$ cat src/rtl/cpu_pkg.sv
// Shared CPU package: loader state encoding and default memory geometry.
package cpu_pkg;

  localparam int MEM_ADDR_W = 8;
  localparam int MEM_DATA_W = 32;

  typedef enum logic [2:0] {
    IDLE,
    READ,
    WRITE,
    FINISH,
    RUN
  } ld_state_e;

endpackage

$ cat src/rtl/prog_loader.sv
// Boot loader: copies a ROM image into the unified memory, then releases
// the CPU and hands it the memory port.
module prog_loader
  import cpu_pkg::*;
#(
  parameter int ADDR_W     = MEM_ADDR_W,
  parameter int DATA_W     = MEM_DATA_W,
  parameter int WORDS      = 64,
  parameter int START_ADDR = 0
) (
  input  logic              clk,
  input  logic              reset,
  input  logic              start,
  output logic [ADDR_W-1:0] rom_addr,
  input  logic [DATA_W-1:0] rom_data,
  input  logic [ADDR_W-1:0] cpu_addr,
  input  logic [DATA_W-1:0] cpu_wdata,
  input  logic              cpu_we,
  output logic [ADDR_W-1:0] mem_addr,
  output logic [DATA_W-1:0] mem_wdata,
  output logic              mem_we,
  output logic              cpu_run,
  output logic              busy,
  output logic              done
);

  localparam logic [ADDR_W-1:0] L_BASE = ADDR_W'(START_ADDR);
  localparam logic [ADDR_W-1:0] L_LAST = ADDR_W'(WORDS - 1);

  ld_state_e         r_state;
  ld_state_e         w_next_state;
  logic [ADDR_W-1:0] r_idx;
  logic [ADDR_W-1:0] w_next_idx;

  always_ff @(posedge clk or negedge reset) begin
    if (!reset) begin
      r_state <= IDLE;
      r_idx   <= '0;
    end else begin
      r_state <= w_next_state;
      r_idx   <= w_next_idx;
    end
  end

  always_comb begin
    w_next_state = r_state;
    w_next_idx   = r_idx;
    unique case (r_state)
      IDLE: begin
        if (start) begin
          w_next_state = READ;
          w_next_idx   = '0;
        end
      end
      READ: w_next_state = WRITE;
      WRITE: begin
        if (r_idx == L_LAST) begin
          w_next_state = FINISH;
        end else begin
          w_next_state = READ;
          w_next_idx   = r_idx + 1'b1;
        end
      end
      FINISH: w_next_state = RUN;
      RUN: begin
        // Reload drops cpu_run on the same edge, holding the CPU in reset.
        if (start) begin
          w_next_state = READ;
          w_next_idx   = '0;
        end
      end
      default: w_next_state = IDLE;
    endcase
  end

  always_comb begin
    mem_we    = 1'b0;
    mem_addr  = '0;
    mem_wdata = '0;
    unique case (r_state)
      WRITE: begin
        mem_we    = 1'b1;
        mem_addr  = L_BASE + r_idx;
        mem_wdata = rom_data;
      end
      RUN: begin
        mem_we    = cpu_we;
        mem_addr  = cpu_addr;
        mem_wdata = cpu_wdata;
      end
      default: ;
    endcase
  end

  assign rom_addr = r_idx;
  assign busy     = (r_state == READ) || (r_state == WRITE);
  assign done     = (r_state == FINISH);
  assign cpu_run  = (r_state == RUN);

endmodule

$ cat config.mk
export PLATFORM = sky130hd
export DESIGN_NAME = prog_loader
export DESIGN_NICKNAME = d
export VERILOG_FILES = /design/src/rtl/cpu_pkg.sv /design/src/rtl/prog_loader.sv
export SDC_FILE = /design/constraint.sdc
export NUM_CORES = 1
export LEC_CHECK = 0
export CAP_MARGIN = 40
export CORE_MARGIN = 3
export CORE_UTILIZATION = 25
export DETAILED_ROUTE_END_ITERATION = 16
export PLACE_DENSITY = 0.89
export SYNTH_ARGS = -nofsm -noshare
export SYNTH_HDL_FRONTEND = slang
export SYNTH_SLANG_ARGS = --single-unit
$ cat constraint.sdc
create_clock -name clk -period 2.8 [get_ports clk]
set_input_delay 0.56 -clock clk [delete_from_list [all_inputs] [get_ports clk]]
set_output_delay 0.56 -clock clk [all_outputs]
set_load 0.02 [all_outputs]
; Word level (Yosys, flattened, before mapping)
; Cells that the tools add are included.
[totals]
reg_bits = 11
input_bits = 76
[classes]
add_sub_neg = 1
n_eq_ne = 7
mux = 9
n_reduce_logical = 5
[op_table]
columns = op, count
row1 = 32-bit one-hot mux with 2 select lines, 1
row2 = 8-bit one-hot mux with 2 select lines, 2
row3 = 8-bit two-way mux, 2
row4 = 3-bit one-hot mux with 4 select lines, 1
row5 = "8-bit by 1-bit adder with 8-bit output, second input constant", 1
row6 = "8-bit by 6-bit == test with 1-bit output, second input constant", 1
row7 = "3-bit by 2-bit == test with 1-bit output, second input constant", 2
row8 = "3-bit by 1-bit == test with 1-bit output, second input constant", 1
row9 = "3-bit == test, second input constant", 1
row10 = 3-bit zero test, 1
row11 = 3-bit two-way mux, 1
row12 = 3-bit AND reduction, 1
row13 = 2-bit two-way mux, 1
row14 = "2-bit by 1-bit != test with 1-bit output, second input constant", 1
row15 = "2-bit != test, second input constant", 1
row16 = 1-bit one-hot mux with 2 select lines, 1
row17 = 2-bit nonzero test, 1
row18 = 2-bit OR reduction, 1
row19 = 1-bit logical OR, 1

; Longest topological paths before layout
[depth]
ltp_word = 4
mapped_depth = 7

; Worst setup path before layout
; Ideal clock, no wire load.
[synth_timing]
path_type = reg2out
startpoint = reg r_state[0]
endpoint = out mem_addr[1]
arrival_ns = 1.494
required_ns = 2.240
path_slack_ns = 0.746
stages_incl_launch_ff = 8
path_buffers = 3
path_cell_list = dfrtp_1 clkbuf_1 nor2_1 and2_1 clkbuf_1 buf_2 nand2_1 o21ai_0
[synth_via]
elab_chain_len = 2
[synth_rtl]
columns = item, line_no
row1 = "start, declared", prog_loader.sv:30  ; ld_state_e r_state;
row2 = "start signal, assigned", prog_loader.sv:40  ; r_state <= w_next_state;
row3 = 3-bit == test, -
row4 = net cpu_run, prog_loader.sv:22  ; output logic cpu_run,
row5 = 8-bit one-hot mux with 2 select lines, prog_loader.sv:80  ; unique case (r_state)
row6 = "end, declared", prog_loader.sv:19  ; output logic [ADDR_W-1:0] mem_addr,
; The timed path passes the listed nets, and every way through them passes these cells.

; Final worst setup path
[layout_timing]
startpoint = reg r_state[0]
endpoint = out mem_wdata[7]
[layout_via]
elab_chain_len = 2
[layout_rtl]
columns = item, line_no
row1 = 3-bit == test / 3-bit by 2-bit == test with 1-bit output (equally long branches), prog_loader.sv:80
row2 = 32-bit one-hot mux with 2 select lines *, prog_loader.sv:80
row3 = "end, declared", prog_loader.sv:20  ; output logic [DATA_W-1:0] mem_wdata,
; Mark *: on every way between the ends. The rest lies on a longest branch, timed or not.

==> impl_results.html <==
<table>
<tr><th>Metric</th><th>Value</th></tr>
<tr><th colspan="2">Outcome</th></tr>
<tr><td>Run status</td><td>completed</td></tr>
<tr><th colspan="2">Cells and area</th></tr>
<tr><td>Post-route design area</td><td>0.00238 mm^2</td></tr>
<tr><td>Layout Nets</td><td>316</td></tr>
<tr><td>Number of diodes</td><td>0</td></tr>
<tr><td>Relative area change from synthesis to final layout</td><td>137%</td></tr>
<tr><td>Area of combinational cells with multiple inputs</td><td>677 um^2</td></tr>
<tr><td>Number of fillers in the final layout</td><td>319</td></tr>
<tr><td>Sequential standard cell area</td><td>275 um^2</td></tr>
<tr><td>Proportion of layout cells with a drive suffix above 1</td><td>0.0546</td></tr>
<tr><th colspan="2">Timing</th></tr>
<tr><td>Final clock period utilization by the worst path</td><td>0.968</td></tr>
<tr><td>Minimum clock period</td><td>2.71 ns</td></tr>
<tr><td>Setup clock skew after layout</td><td>0.000163 ns</td></tr>
<tr><td>Fmax</td><td>0.369 GHz</td></tr>
<tr><td>Final Max Tran Viols</td><td>0</td></tr>
<tr><td>Max_slew headroom</td><td>0.654</td></tr>
<tr><td>Slew at the pin closest to its max-slew limit</td><td>0.517 ns</td></tr>
<tr><td>Number of setup violations in the final report</td><td>0</td></tr>
<tr><td>Accumulated negative setup slack</td><td>0 ns</td></tr>
<tr><td>Post-route worst hold slack</td><td>0.569 ns</td></tr>
<tr><td>Unrepaired setup endpoints after global routing</td><td>no</td></tr>
<tr><td>Count of final hold-check violations</td><td>0</td></tr>
<tr><th colspan="2">Detailed routing</th></tr>
<tr><td>Final Routed Wirelength</td><td>4.67 mm</td></tr>
<tr><td># DRC</td><td>0</td></tr>
<tr><td>Total via count after detailed routing</td><td>1,468</td></tr>
<tr><td>DR vias/cell</td><td>5.13</td></tr>
<tr><td>Iteration-0 DRC count of the detailed router</td><td>45</td></tr>
<tr><td>Antenna violation net count after detailed routing</td><td>0</td></tr>
<tr><td>Average wire length per cell after detail routing</td><td>16.3 um</td></tr>
<tr><td>DR pass1 iterations</td><td>4</td></tr>
<tr><th colspan="2">Run</th></tr>
<tr><td>Number of max-cap violations</td><td>0</td></tr>
<tr><th colspan="2">Floorplan</th></tr>
<tr><td>Standard cell core area</td><td>0.00377 mm^2</td></tr>
<tr><td>Initial cell density of the core</td><td>0.267</td></tr>
<tr><td>Die area</td><td>0.00483 mm^2</td></tr>
<tr><td>Die boundary height</td><td>69.5 um</td></tr>
<tr><td>Total number of placement rows</td><td>22</td></tr>
<tr><td>Ports</td><td>128</td></tr>
<tr><td>Die width</td><td>69.5 um</td></tr>
<tr><th colspan="2">Synthesis</th></tr>
<tr><td>Cell count after synthesis</td><td>114</td></tr>
<tr><td>Per-instance average area after synthesis</td><td>8.84 um^2</td></tr>
<tr><td>Count of distinct cell types in the synthesized netlist</td><td>31</td></tr>
<tr><td>Synthesis warning total</td><td>0</td></tr>
<tr><td>Cell area after technology mapping</td><td>0.00101 mm^2</td></tr>
<tr><td>Syn Nets</td><td>191</td></tr>
<tr><td>Sequential area share after synthesis</td><td>0.273</td></tr>
<tr><td>Biggest area consumer among synthesized cells</td><td>sky130_fd_sc_hd__a22o_1</td></tr>
<tr><td>Post-synthesis sequential element count</td><td>11</td></tr>
<tr><td>Area fraction of the dominant cell type after synthesis</td><td>0.348</td></tr>
<tr><td>Cell types occupying the most area after synthesis</td><td>sky130_fd_sc_hd__a22o_1 (35%), sky130_fd_sc_hd__dfrtp_1 (27%), sky130_fd_sc_hd__nand2_1 (2.6%)</td></tr>
<tr><th colspan="2">Global route</th></tr>
<tr><td>Leftover overflow at the end of global routing</td><td>0</td></tr>
<tr><td>Global-route usage over all layers</td><td>0.186</td></tr>
<tr><td>Initial antenna violation count</td><td>0</td></tr>
<tr><td>Via count of the first global-routing pass</td><td>1,438</td></tr>
<tr><td>Maximum number of pins on one net before global-route repair</td><td>39</td></tr>
<tr><td>Wire length of the first global-routing pass</td><td>7.38 mm</td></tr>
<tr><th colspan="2">Clocking</th></tr>
<tr><td>CTS Buf Count</td><td>3</td></tr>
<tr><td>Buffer levels on the longest clock path</td><td>2</td></tr>
<tr><td>Clock tree root driver cell</td><td>sky130_fd_sc_hd__clkbuf_8</td></tr>
<tr><td>Clock Sink Count</td><td>11</td></tr>
<tr><td>Count of hold-fix buffers inserted at cts</td><td>0</td></tr>
<tr><td>CTS tree</td><td>done</td></tr>
<tr><td>CTS clk-pin slew, worst paths</td><td>0.05 ns</td></tr>
<tr><td>Number of H-tree branching levels</td><td>1</td></tr>
<tr><td>Source-to-sink clock delay at the later pin of the worst-skew pair</td><td>0.24 ns</td></tr>
<tr><th colspan="2">Min path</th></tr>
<tr><td>Hold Startpoint</td><td>r_state[2]</td></tr>
<tr><td>Min-Delay Path Class</td><td>flip-flop to flip-flop</td></tr>
<tr><th colspan="2">Placed design</th></tr>
<tr><td>Final weighted congestion in routability-driven placement</td><td>0.818</td></tr>
<tr><td>Post-detailed-placement cell area</td><td>0.00234 mm^2</td></tr>
<tr><td>Total of buffers placed on input and output ports</td><td>127</td></tr>
<tr><td>Sum of net half-perimeters after detailed placement</td><td>3.68 mm</td></tr>
<tr><th colspan="2">Critical path</th></tr>
<tr><td>Worst setup path startpoint</td><td>r_state[0]</td></tr>
<tr><td>Setup crit start kind</td><td>flip-flop</td></tr>
<tr><td>Worst setup path category</td><td>flip-flop to primary output</td></tr>
<tr><td>Ordered list of cells on the worst path</td><td>nor2_1 -&gt; and2_2 -&gt; buf_12 -&gt; a22o_1 -&gt; clkdlybuf4s50_1</td></tr>
<tr><td>Crit path arrival time</td><td>2.15 ns</td></tr>
<tr><td>Required time of the critical path</td><td>2.24 ns</td></tr>
<tr><td>Sum of buffers and inverters on the critical path</td><td>2</td></tr>
<tr><td>Crit path max-delay family</td><td>buffers and inverters</td></tr>
<tr><td>Startpoint of the lowest-slack register-to-register path</td><td>rom_addr[0]</td></tr>
<tr><td>Cell with the largest stage delay on the worst path</td><td>sky130_fd_sc_hd__clkdlybuf4s50_1</td></tr>
<tr><td>Crit-path max cell delay</td><td>0.61 ns</td></tr>
<tr><td>Largest fanout of any net on the critical path</td><td>38</td></tr>
<tr><td>CP Capture Type</td><td>primary output</td></tr>
<tr><th colspan="2">Power and ir drop</th></tr>
<tr><td>Total power divided by cell area</td><td>223 mW/mm^2</td></tr>
<tr><td>Max rail drop VDD</td><td>0.132 mV</td></tr>
<tr><td>Standby leakage power</td><td>1.06 nW</td></tr>
</table>
-- layout by cell type (no fill, tap or decap), drive strengths merged, types with 2 or more instances in the layout --
cell type | Yosys | final
dfrtp | 11 | 11
and3 | 2 | 2
a21oi | 3 | 3
nand2b | 4 | 4
or2 | 2 | 2
nor2 | 2 | 2
clkdlybuf4s50 | 0 | 127
inv | 5 | 5
nand3 | 3 | 3
nor3 | 3 | 3
a211o | 2 | 2
o21ai | 4 | 4
nand2 | 7 | 7
buf | 5 | 3
a21o | 3 | 3
clkbuf | 5 | 4
a22o | 40 | 40
-- power breakdown --
part	switching (mW)	leakage [nW]	total (mW)	internal, mW
Combinational	0.0647	0.914	0.211	0.147
Sequential	0	0.124	0.159	0.159
Clock	0.0613	0.0228	0.161	0.100
Total	0.126	1.06	0.532	0.406
-- kinds of logic (layout without fill, tap and decap cells) --
group	Yosys count	after routing	share of synthesized area
AOI/OAI and AO/OA	58	58	0.480
and+or+nand+nor	26	26	0.143
buffers and inverters	15	139	0.0621
DFF	11	11	0.273
muxes	2	2	0.0211
adders and majority gates	1	1	0.0124
xor gates and xnor gates	1	1	0.00870
-- cell type report --
type,instances,area share
Inverter,5,0.00788
Sequential cell,11,0.116
Timing Repair Buffer,130,0.548
Clock buffer,4,0.0189
Multi-Input combinational cell,88,0.284
Tap cell,48,0.0252
-- registers in the layout, summed over array words and instances (netlist names) --
name      cells
r_state       3
rom_addr      8
-- layer usage --
layer / vias up / part of all wire / global-route usage
met4: 0 / 0.0081 / 0.0390
met5: - / 0 / 0
met2: 81 / 0.48 / 0.311
met1: 681 / 0.43 / 0.248
li1: 701 / - / -
met3: 5 / 0.075 / 0.0333
-- through the flow --
step,instances,worst slack [ns],total power [mW],util
6_report,286,0.0889,0.532,0.632
5_1_grt,286,0.0171,0.555,0.632
4_1_cts,286,0.0850,0.535,0.632
3_5_place_dp,282,0.261,0.373,0.619
3_3_place_gp,282,0.322,0.371,0.619
2_1_floorplan,114,0.746,0.218,-
-- cell usage after synthesis --
master / number
sky130_fd_sc_hd__and3_1: 2
sky130_fd_sc_hd__o2bb2ai_1: 1
sky130_fd_sc_hd__o21ai_0: 4
sky130_fd_sc_hd__and2_1: 1
sky130_fd_sc_hd__o31a_1: 1
sky130_fd_sc_hd__a2111oi_0: 1
sky130_fd_sc_hd__nand3_1: 2
sky130_fd_sc_hd__a21o_1: 3
sky130_fd_sc_hd__inv_1: 5
sky130_fd_sc_hd__o41ai_1: 1
sky130_fd_sc_hd__a211o_1: 1
sky130_fd_sc_hd__nor3_1: 3
sky130_fd_sc_hd__clkbuf_1: 5
sky130_fd_sc_hd__nor2_1: 2
sky130_fd_sc_hd__buf_2: 5
sky130_fd_sc_hd__a32o_1: 1
sky130_fd_sc_hd__xnor2_1: 1
sky130_fd_sc_hd__nand2b_1: 4
sky130_fd_sc_hd__ha_1: 1
sky130_fd_sc_hd__mux2_2: 1
sky130_fd_sc_hd__mux2i_1: 1
sky130_fd_sc_hd__nor3b_2: 1
sky130_fd_sc_hd__a22o_1: 40
sky130_fd_sc_hd__a211o_2: 1
sky130_fd_sc_hd__a21oi_1: 3
sky130_fd_sc_hd__dfrtp_1: 11
sky130_fd_sc_hd__nand2_1: 7
sky130_fd_sc_hd__nand3_2: 1
sky130_fd_sc_hd__or2_2: 2
sky130_fd_sc_hd__o41a_1: 1
sky130_fd_sc_hd__nor4_1: 1
-- worst register-to-register path: cells and delay by family, from the launching register on --
kind / cells / cell delay (ns)
AND/OR/NAND/NOR: 2 / 0.33
adder cells (fa/ha/maj): 1 / 0.21
AO/OA/AOI/OAI: 2 / 0.68
flip-flops: 1 / 0.42
-- final timing paths --
| check | endpoint | slack, ns | cells after the start |
|---|---|---|---|
| min in group asynchronous | rom_addr[3] | 0.66 | 1 |
| max in group asynchronous | rom_addr[7] | 1.79 | 1 |
| max reg2reg | rom_addr[5] | 1.04 | 5 |
| min reg2reg | r_state[1] | 0.57 | 1 |
| max | mem_wdata[7] | 0.09 | 5 |
| min | r_state[1] | 0.57 | 1 |
-- repair_timing --
item	4_1_cts	5_1_grt
endpoints found under the setup margin	1	0
resized for setup	1	0
setup buffers	0	0
Power figures use the tool's default switching activity.
